### src/rtl/blit_outer_seq.sv
// Outer-loop sequencer for the blitter: loads the external outer counter, runs the inner loop once per count, then signals done.
// Optional iteration counter on iter_cnt is built only when BLIT_OUTER_ITER_CNT_EN is defined.
module blit_outer_seq #(
    parameter int LD_SETTLE = 1,
    parameter int ITER_W    = 16
) (
    input  logic              sys_clk,
    input  logic              reset,
    input  logic              start,
    input  logic              abort,
    input  logic              outer0,
    input  logic              inner_done,
    output logic              countld,
    output logic              ocntena,
    output logic              inner_go,
    output logic              busy,
    output logic              done,
    output logic [ITER_W-1:0] iter_cnt
);

    typedef enum logic [2:0] {
        IDLE,
        LOAD,
        SETTLE,
        CHECK,
        INNER,
        STEP,
        DONE
    } state_t;

    localparam logic [2:0] SETTLE_LAST = 3'(LD_SETTLE - 1);

    state_t     state;
    logic [2:0] wait_cnt;
    logic       kill;

    assign kill = abort && (state != IDLE);

    // Outputs are registered for the state being entered, so each pulse lines up with its state.
    always_ff @(posedge sys_clk) begin
        if (reset) begin
            state    <= IDLE;
            wait_cnt <= '0;
            countld  <= 1'b0;
            ocntena  <= 1'b0;
            inner_go <= 1'b0;
            busy     <= 1'b0;
            done     <= 1'b0;
        end else begin
            countld  <= 1'b0;
            ocntena  <= 1'b0;
            inner_go <= 1'b0;
            done     <= 1'b0;
            if (kill) begin
                state <= IDLE;
                busy  <= 1'b0;
            end else begin
                case (state)
                    IDLE: begin
                        if (start) begin
                            state   <= LOAD;
                            countld <= 1'b1;
                            busy    <= 1'b1;
                        end
                    end
                    LOAD: begin
                        state    <= SETTLE;
                        wait_cnt <= SETTLE_LAST;
                    end
                    SETTLE: begin
                        if (wait_cnt == 3'd0) begin
                            state <= CHECK;
                        end else begin
                            wait_cnt <= wait_cnt - 3'd1;
                        end
                    end
                    CHECK: begin
                        if (outer0) begin
                            state <= DONE;
                            done  <= 1'b1;
                            busy  <= 1'b0;
                        end else begin
                            state    <= INNER;
                            inner_go <= 1'b1;
                        end
                    end
                    INNER: begin
                        if (inner_done) begin
                            state   <= STEP;
                            ocntena <= 1'b1;
                        end
                    end
                    STEP: begin
                        state    <= SETTLE;
                        wait_cnt <= SETTLE_LAST;
                    end
                    DONE: begin
                        state <= IDLE;
                    end
                    default: begin
                        state <= IDLE;
                        busy  <= 1'b0;
                    end
                endcase
            end
        end
    end

`ifdef BLIT_OUTER_ITER_CNT_EN
    // Cleared as LOAD is entered, bumped as STEP is entered, held otherwise.
    always_ff @(posedge sys_clk) begin
        if (reset) begin
            iter_cnt <= '0;
        end else if (!kill) begin
            if (state == IDLE && start) begin
                iter_cnt <= '0;
            end else if (state == INNER && inner_done) begin
                iter_cnt <= iter_cnt + ITER_W'(1);
            end
        end
    end
`else
    assign iter_cnt = '0;
`endif

endmodule
### config.mk
export PLATFORM = sky130hd
export DESIGN_NAME = blit_outer_seq
export DESIGN_NICKNAME = d
export VERILOG_FILES = /design/src/rtl/blit_outer_seq.sv
export SDC_FILE = /design/constraint.sdc
export NUM_CORES = 1
export LEC_CHECK = 0
export BUFFER_PORTS_ARGS = -buffer_cell sky130_fd_sc_hd__buf_2
export CORE_MARGIN = 2
export CORE_UTILIZATION = 48
export CTS_BUF_LIST = sky130_fd_sc_hd__clkbuf_2
export DETAILED_ROUTE_END_ITERATION = 10
export GPL_ROUTABILITY_DRIVEN = 0
export GPL_TIMING_DRIVEN = 0
export PLACE_DENSITY = 0.87
export SYNTH_ARGS = -nofsm -noshare
export SYNTH_HDL_FRONTEND = slang
export SYNTH_SLANG_ARGS = --single-unit
### constraint.sdc
create_clock -name sys_clk -period 1.9 [get_ports sys_clk]
set_clock_uncertainty 0.15 [all_clocks]
set_input_delay 0.095 -clock sys_clk [delete_from_list [all_inputs] [get_ports sys_clk]]
set_output_delay 0.095 -clock sys_clk [all_outputs]
set_load 0.01 [all_outputs]
Yosys cells after proc, flatten, opt, wreduce, memory -nomap -nowiden
Index checks and enable logic that the tools add are counted.
{"block": "totals", "regBits": 11, "in_bits": 6, "word_cells": 52}
{"block": "op_classes", "addsub": 1, "eq_ne": 11, "n_mux": 14, "bitwise": 5, "n_reduce_logical": 14}
{"operator": "$pmux W3 S5", "n": 1}
{"operator": "$mux W3", "n": 4}
{"operator": "$ne A2 B2 Y1 const B", "n": 5}
{"operator": "$eq A3 B3 Y1 const B", "n": 3}
{"operator": "$reduce_and A3 Y1", "n": 3}
{"operator": "$reduce_or A3 Y1", "n": 3}
{"operator": "$eq A3 B2 Y1 const B", "n": 2}
{"operator": "$logic_not A3 Y1", "n": 2}
{"operator": "$mux W1", "n": 6}
{"operator": "$pmux W3 S2", "n": 1}
{"operator": "$not A1 Y1", "n": 5}
{"operator": "$reduce_or A5 Y1", "n": 1}
{"operator": "$reduce_or A2 Y1", "n": 2}
{"operator": "$eq A3 B1 Y1 const B", "n": 1}
{"operator": "$pmux W1 S3", "n": 1}
{"operator": "$reduce_bool A3 Y1", "n": 1}
{"operator": "$sub A3 B1 Y3 const B", "n": 1}
{"operator": "$mux W2", "n": 1}
{"operator": "$reduce_bool A2 Y1", "n": 1}
{"operator": "$logic_and A1 B1 Y1", "n": 1}

Logic depth before layout (Yosys ltp)
Gate-level depths: netlist (run 1).
{"block": "depth", "ltp_word": 4, "ltp_mapped": 6}

Worst setup path after synthesis (run 1)
No wires, ideal clock.
{"block": "synth_path", "path_type": "register -> register", "start": "register wait_cnt[0]", "end": "register wait_cnt[1]", "setup_ps": 122, "arrival_ps": 1209, "path_slack_ps": 418, "path_stages_with_launch": 7, "n_path_buf": 0, "period_less_slack_ps": 1482, "path_cell_list": "dfxtp_1 > inv_1 > ha_1 > ha_1 > nor4b_2 > o31a_1 > o22ai_1"}
{"block": "synth_via", "elab_chain_cells": 3, "elab_cells_between_ends": 6, "classes_between": "add/sub: 1; eq/ne: 1; mux: 2; reduce/logical: 2"}
{"element": "start: declaration", "line": "34", "text": "logic [2:0] wait_cnt;"}
{"element": "start signal: assignment", "line": "74", "text": "wait_cnt <= wait_cnt - 3'd1;"}
{"element": "$sub A3 B1 Y3 / $logic_not A3 Y1 (equally long branches)", "line": "74, 71"}
{"element": "$mux W3 / $ne A2 B2 Y1 (equally long branches)"}
{"element": "$pmux W3 S2 / $reduce_and A3 Y1 (equally long branches)"}
Several ways; a longest one is shown, not always the timed one. The select of a mux whose other input is x is not followed.
A chain may end at the register's enable or synchronous reset.

Worst setup path after layout (run 1)
{"block": "layout_path", "start": "register state[2]", "end": "register state[2]"}
{"block": "layout_via", "elab_chain_cells": 3, "elab_cells_between_ends": 15, "classes_between": "eq/ne: 8; mux: 1; reduce/logical: 6"}
{"element": "start: declaration", "line": "33", "text": "state_t state;"}
{"element": "start signal: assignment", "line": "42", "text": "state <= IDLE;"}
{"element": "start signal: assignment", "line": "55", "text": "state <= IDLE;"}
{"element": "start signal: assignment", "line": "61", "text": "state <= LOAD;"}
{"element": "$eq A3 B3 Y1, or another cell as far along", "line": "58", "text": "case (state)"}
{"element": "$reduce_or A2 Y1 (no line), or another cell as far along"}
{"element": "$pmux W3 S5, or another cell as far along", "line": "58"}
Several ways; a longest one is shown, not always the timed one.

==> results of run 1 <==
layout make-up:
class	count	share of cell area [%]
buffer	19	17.8
clock buffer	4	2.38
inverter	3	1.34
multi-input combinational	52	38.2
sequential	11	26.2
tap	15	2.23
timing repair buffer	15	11.9
cell usage in the layout, fill, tap and decap left out, types with 2 or more instances in the layout:
| cell | n |
|---|---|
| buf_4 | 17 |
| o22ai_1 | 2 |
| dlygate4sd3_1 | 5 |
| and3b_1 | 2 |
| nand2_1 | 3 |
| inv_1 | 3 |
| nor2b_1 | 2 |
| nor2_1 | 4 |
| ha_1 | 2 |
| o21ai_0 | 2 |
| nand2b_1 | 4 |
| buf_6 | 2 |
| clkbuf_2 | 4 |
| buf_2 | 10 |
| a21oi_1 | 3 |
| dfxtp_1 | 11 |
| conb_1 | 16 |
per-layer routing:
| layer | GRT usage (%) | vias to the layer above | share of wire, % |
|---|---|---|---|
| li1 | - | 272 | - |
| met1 | 18.2 | 227 | 41 |
| met2 | 23.0 | 33 | 44 |
| met3 | 4.35 | 11 | 7.1 |
| met4 | 17.5 | 0 | 8.4 |
| met5 | 0 | - | 0 |
path summary, 6_finish.rpt:
| kind | from | cells after the start | to | slack (ps) |
|---|---|---|---|---|
| setup / recovery | state[2] | 5 | state[2] | 220 |
| hold reg to reg | wait_cnt[2] | 2 | wait_cnt[2] | 320 |
| hold / removal | start | 4 | countld | 80 |
| setup reg to reg | state[2] | 5 | state[2] | 220 |
state kept, by name, summed over array words and instances (netlist names):
signal / count
busy: 1
countld: 1
done: 1
inner_go: 1
ocntena: 1
state: 3
wait_cnt: 3
worst reg2reg max path, stage by stage (launching register included):
cell and delay [ps]:
dfxtp_1 350, buf_4 170, and3b_1 190, a21oi_1 120
nor3_1 60, dlygate4sd3_1 550
power breakdown:
group          internal (mW)  switching, mW  total [mW]  leakage (nW)
Clock                 0.0558         0.0825       0.138        0.0166
Sequential             0.240        0.00556       0.246        0.0895
Combinational         0.0590         0.0589       0.118         0.327
per-stage QoR:
step | instances | hold slack [ps] | utilization [%] | setup WS, ps | power, mW
after floorplan | 85 | 17.4 | - | 418 | 0.337
after CTS | 119 | 79.6 | 65.5 | 228 | 0.500
final | 119 | 82.4 | 65.5 | 224 | 0.502
after global routing | 119 | 102 | 65.5 | 140 | 0.527
after detailed placement | 110 | 215 | 60.1 | 319 | 0.360
after global placement | 110 | 208 | 60.1 | 346 | 0.357
cells by family (layout without fill, tap and decap cells):
kind of cell / count (synthesis) / after routing / share of synthesized area, %
simple gates: 22 / 22 / 23.8
compound gates: 12 / 12 / 12.8
other cells: 1 / 16 / 0.580
fa+ha+maj: 2 / 2 / 3.87
flops: 11 / 11 / 34.0
buf+inv: 22 / 41 / 25.0
synthesized netlist by cell type, drive strengths merged, types with 2 or more instances:
cell    number  share of area (%)
nor2b        2                1.9
dfxtp       11                 34
nand2        3                1.7
buf         19                 23
nor4b        2                6.0
nor2         4                2.3
ha           2                3.9
inv          3                1.7
nand2b       4                3.9
o22ai        2                1.9
and3b        2                2.7
a21oi        3                2.3
o21ai        2                1.5
==> summary.txt, run 1 <==
Outcome
  – Status: finished clean

STA
  – Setup violations, final: 0
  – Post-layout min period: ~1700 ps
  – Setup TNS: 0 ps
  – Final Hold Viols: 0
  – Fin. max-slew vios: 0
  – Fmax achieved: about 0.60 GHz
  – Post-route clock period utilization: between 80% and 90%
  – Unrepaired setup endpoints after global routing: no

Cells and area
  – Layout cells sized above 1: 34.6%
  – Fin area: ~840 sq um
  – Register area: between 200 and 250 sq um
  – Fin nets: ~110
  – Fill cell count: 101
  – Multi-input gate area: 322 sq um
  – # diodes: 0
  – Syn-to-layout area delta: 30.2%

Critical path
  – Worst setup EP type: flip-flop
  – CP required: around 1900 ps
  – Worst path max stage delay: between 500 and 600 ps
  – Cell family with most CP delay: buffers and inverters
  – Setup CP Type: flip-flop to flip-flop
  – CP cell instances: buf_4, and3b_1, a21oi_1, nor3_1, dlygate4sd3_1
  – Crit Path Max Fanout: 10
  – CP max stage cell: dlygate4sd3_1
  – Worst setup SP type: flip-flop
  – Bufs and invs on worst path: 2
  – Critical Path AT: approximately 1700 ps

Drt
  – # DRC: 0
  – Post-route ant nets: 0
  – DR pass1 iterations: 4
  – Via count: 543
  – Drt via density: 4.56
  – Iter 0 DRT Violations: 11
  – DR WL/cell: roughly 9.5 um
  – Post-Route WL: approximately 1100 um

Clock network
  – Post-CTS sizing: 0
  – CTS sink cnt: 11
  – H-tree depth: 1
  – Total CTS buffers: 3
  – CTS Hold Bufs: 5
  – Worst-Skew Late Latency: 270 ps
  – Reg clk slew, reported paths: approximately 110 ps
  – Number of setup buffers added after CTS: 0
  – TritonCTS clock tree: done
  – CTS root buf: clkbuf_2
  – Clock Path Buffers: 2

Place
  – Dpl hpwl: slightly above 800 um
  – Post-DP Area: between 700 and 800 sq um
  – # port buffers: 10

Floorplanning
  – Chip width: 40.7 um
  – Die Y: 40.7 um
  – Die Footprint: about 0.0017 sq mm
  – I/O pin total: 27
  – Starting Density: 50.3%
  – Row cnt: 13
  – Area of the core: about 0.0013 sq mm

Synth
  – Post-synth cell types: 26
  – Number of enable flip-flop cells after synthesis: 0
  – Synthesized flop and latch total: 11
  – Mapped Area: around 650 sq um
  – Warnings from Yosys: 0
  – Most used DFF post-synth: dfxtp_1
  – Mapped Cells: 70
  – Sequential share of the synthesized area: between 30% and 40%
  – Syn_area_per_cell: between 9 and 10 sq um
  – Fraction of registers with async set/reset: 0%

Power
  – LEAKAGE: between 0.4 and 0.5 nW
  – Peak supply drop: approximately 350 uV
  – PwrDens: 596 mW/mm^2

Min path
  – Hold crit path type: input pin to flip-flop

Run
  – Max cap viols: 0

GRT
  – Antenna violations before repair: 0
  – GRT overflow: 0
  – Vias in the first global route: about 440
  – Aggregate global-route resource usage: 16.1%
  – First-pass GRT wire length: 1680 um
  – Largest net degree at the start of global routing: 11
Power figures use the tool's default switching activity.
==> run 2, diff against run 1 <==
--- a/config.mk
+++ b/config.mk
@@ -7,12 +7,12 @@
 export LEC_CHECK = 0
 export BUFFER_PORTS_ARGS = -buffer_cell sky130_fd_sc_hd__buf_2
 export CORE_MARGIN = 2
-export CORE_UTILIZATION = 48
+export CORE_UTILIZATION = 45
 export CTS_BUF_LIST = sky130_fd_sc_hd__clkbuf_2
 export DETAILED_ROUTE_END_ITERATION = 10
 export GPL_ROUTABILITY_DRIVEN = 0
 export GPL_TIMING_DRIVEN = 0
-export PLACE_DENSITY = 0.87
+export PLACE_DENSITY = 0.83
 export SYNTH_ARGS = -nofsm -noshare
 export SYNTH_HDL_FRONTEND = slang
 export SYNTH_SLANG_ARGS = --single-unit
==> summary.txt, run 2 (synthesis results as in run 1) <==
Critical path
  – Critical Path AT: roughly 1700 ps
  – Bufs and invs on worst path: 2
  – Worst setup SP type: flip-flop
  – Worst flop-to-flop path endpoint: state[2]
  – Crit Path Max Fanout: 10
  – Reg-to-reg startpoint: state[1]
  – Worst setup EP type: flip-flop
  – CP required: 1980 ps
  – CP cell instances: buf_6, nor2_1, a21oi_1, nor3_1, dlygate4sd3_1
  – Setup CP Type: flip-flop to flip-flop
  – Cell family with most CP delay: buffers and inverters
  – Reg2Reg Setup Slack: around 240 ps
  – CP max stage cell: dlygate4sd3_1
  – Worst path max stage delay: 560 ps
  – Worst R2R Path Depth: 5

Power
  – Pwr Total: 503 uW
  – PwrDens: about 600 mW/mm^2
  – Peak supply drop: between 200 and 300 uV
  – LEAKAGE: 0.433 nW

Floorplanning
  – Die Footprint: between 0.0015 and 0.002 sq mm
  – Chip width: ~42 um
  – Row cnt: 13
  – Area of the core: between 0.001 and 0.0015 sq mm
  – Die Y: roughly 42 um
  – Starting Density: between 40 and 50%
  – I/O pin total: 27

Clock network
  – CTS sink cnt: 11
  – H-tree depth: 1
  – Total CTS buffers: 3
  – Clock Path Buffers: 2
  – Number of setup buffers added after CTS: 0
  – Post-CTS sizing: 0
  – CTS Hold Bufs: 5
  – Worst-Skew Late Latency: about 280 ps
  – CTS root buf: clkbuf_2
  – Reg clk slew, reported paths: roughly 100 ps
  – TritonCTS clock tree: done

Min path
  – Worst Hold Depth: 4
  – Hold crit path type: input pin to flip-flop
  – Hold Path Sink: countld
  – Worst hold start: start

Drt
  – Post-route ant nets: 0
  – Iter 0 DRT Violations: 7
  – # DRC: 0
  – Via count: between 500 and 600
  – DR pass1 iterations: 4
  – DR WL/cell: just over 10 um
  – Drt via density: between 4 and 5
  – Post-Route WL: around 1200 um

Cells and area
  – Fin nets: 113
  – Syn-to-layout area delta: 30.2%
  – Commonest non-fill, non-tap cell in the layout: buf_4
  – Top Registers: state x3, wait_cnt x3
  – Most frequent cells in the layout: 17 x buf_4, 16 x conb_1, 11 x dfxtp_1, 10 x buf_2, 5 x dlygate4sd3_1
  – Layout cells sized above 1: between 30% and 40%
  – Fin area: between 800 and 900 sq um
  – Fill cell count: about 110
  – # diodes: 0

STA
  – Setup violations, final: 0
  – Post-layout min period: about 1700 ps
  – WHS: approximately 82 ps
  – Setup TNS: 0 ps
  – Post-route clock period utilization: between 80% and 90%
  – Unrepaired setup endpoints after global routing: no
  – Fmax achieved: roughly 0.60 GHz
  – Fin. max-slew vios: 0
  – Final Hold Viols: 0

Run
  – Max cap viols: 0

GRT
  – First-pass GRT wire length: around 1900 um
  – GRT overflow: 0
  – Antenna violations before repair: 0
  – Vias in the first global route: 496
  – Largest net degree at the start of global routing: 11
  – Aggregate global-route resource usage: 14.8%

Place
  – # port buffers: 10
  – Dpl hpwl: approximately 870 um
  – Post-DP Area: 772 sq um

Outcome
  – Status: finished clean
## run 2: final cells by class
cell class	instances	area (sq um)	area share (%)
inverters	3	11.3	1.34
plain buffers	19	150	17.8
flip-flops and latches	11	220	26.2
multi-input cells	52	322	38.2
well taps	15	18.8	2.23
clock buffers	4	20.0	2.38
repair buffers	15	100	11.9
## run 2: worst register-to-register path: stages (launching register included)
cell and delay, ps:
dfxtp_1 330, buf_6 130, nor2_1 220, a21oi_1 100, nor3_1 120, dlygate4sd3_1 560
## run 2: where the power goes
part	internal, mW	total [mW]	switching [mW]
Clock	0.0558	0.138	0.0822
Combinational	0.0593	0.119	0.0600
Sequential	0.240	0.246	0.00565
## run 2: layer usage
metal	wire [um]	global-route usage, %	vias to the layer above
li1	-	-	275
met1	484	15.0	232
met2	578	25.9	27
met3	102	4.35	5
met5	0	0	-
met4	32	9.68	0
## run 2: worst max-delay path by stage
stage / to / startpoint / slack [ps] / cells past startpoint
CTS: state[2] / state[1] / 240 / 5
global placement: wait_cnt[1] / wait_cnt[0] / 340 / 6
global route: state[2] / state[1] / 140 / 5
floorplan: wait_cnt[1] / wait_cnt[0] / 420 / 6
finish: state[2] / state[1] / 240 / 5
detailed placement: wait_cnt[2] / wait_cnt[0] / 310 / 6
## run 2: per-stage QoR
| step | cells | worst slack (ps) | utilization, % |
|---|---|---|---|
| global route | 119 | 144 | 63.9 |
| finish | 119 | 238 | 63.9 |
| global placement | 110 | 342 | 58.6 |
| detailed placement | 110 | 310 | 58.6 |
| CTS | 119 | 242 | 63.9 |
| floorplan | 85 | 418 | - |
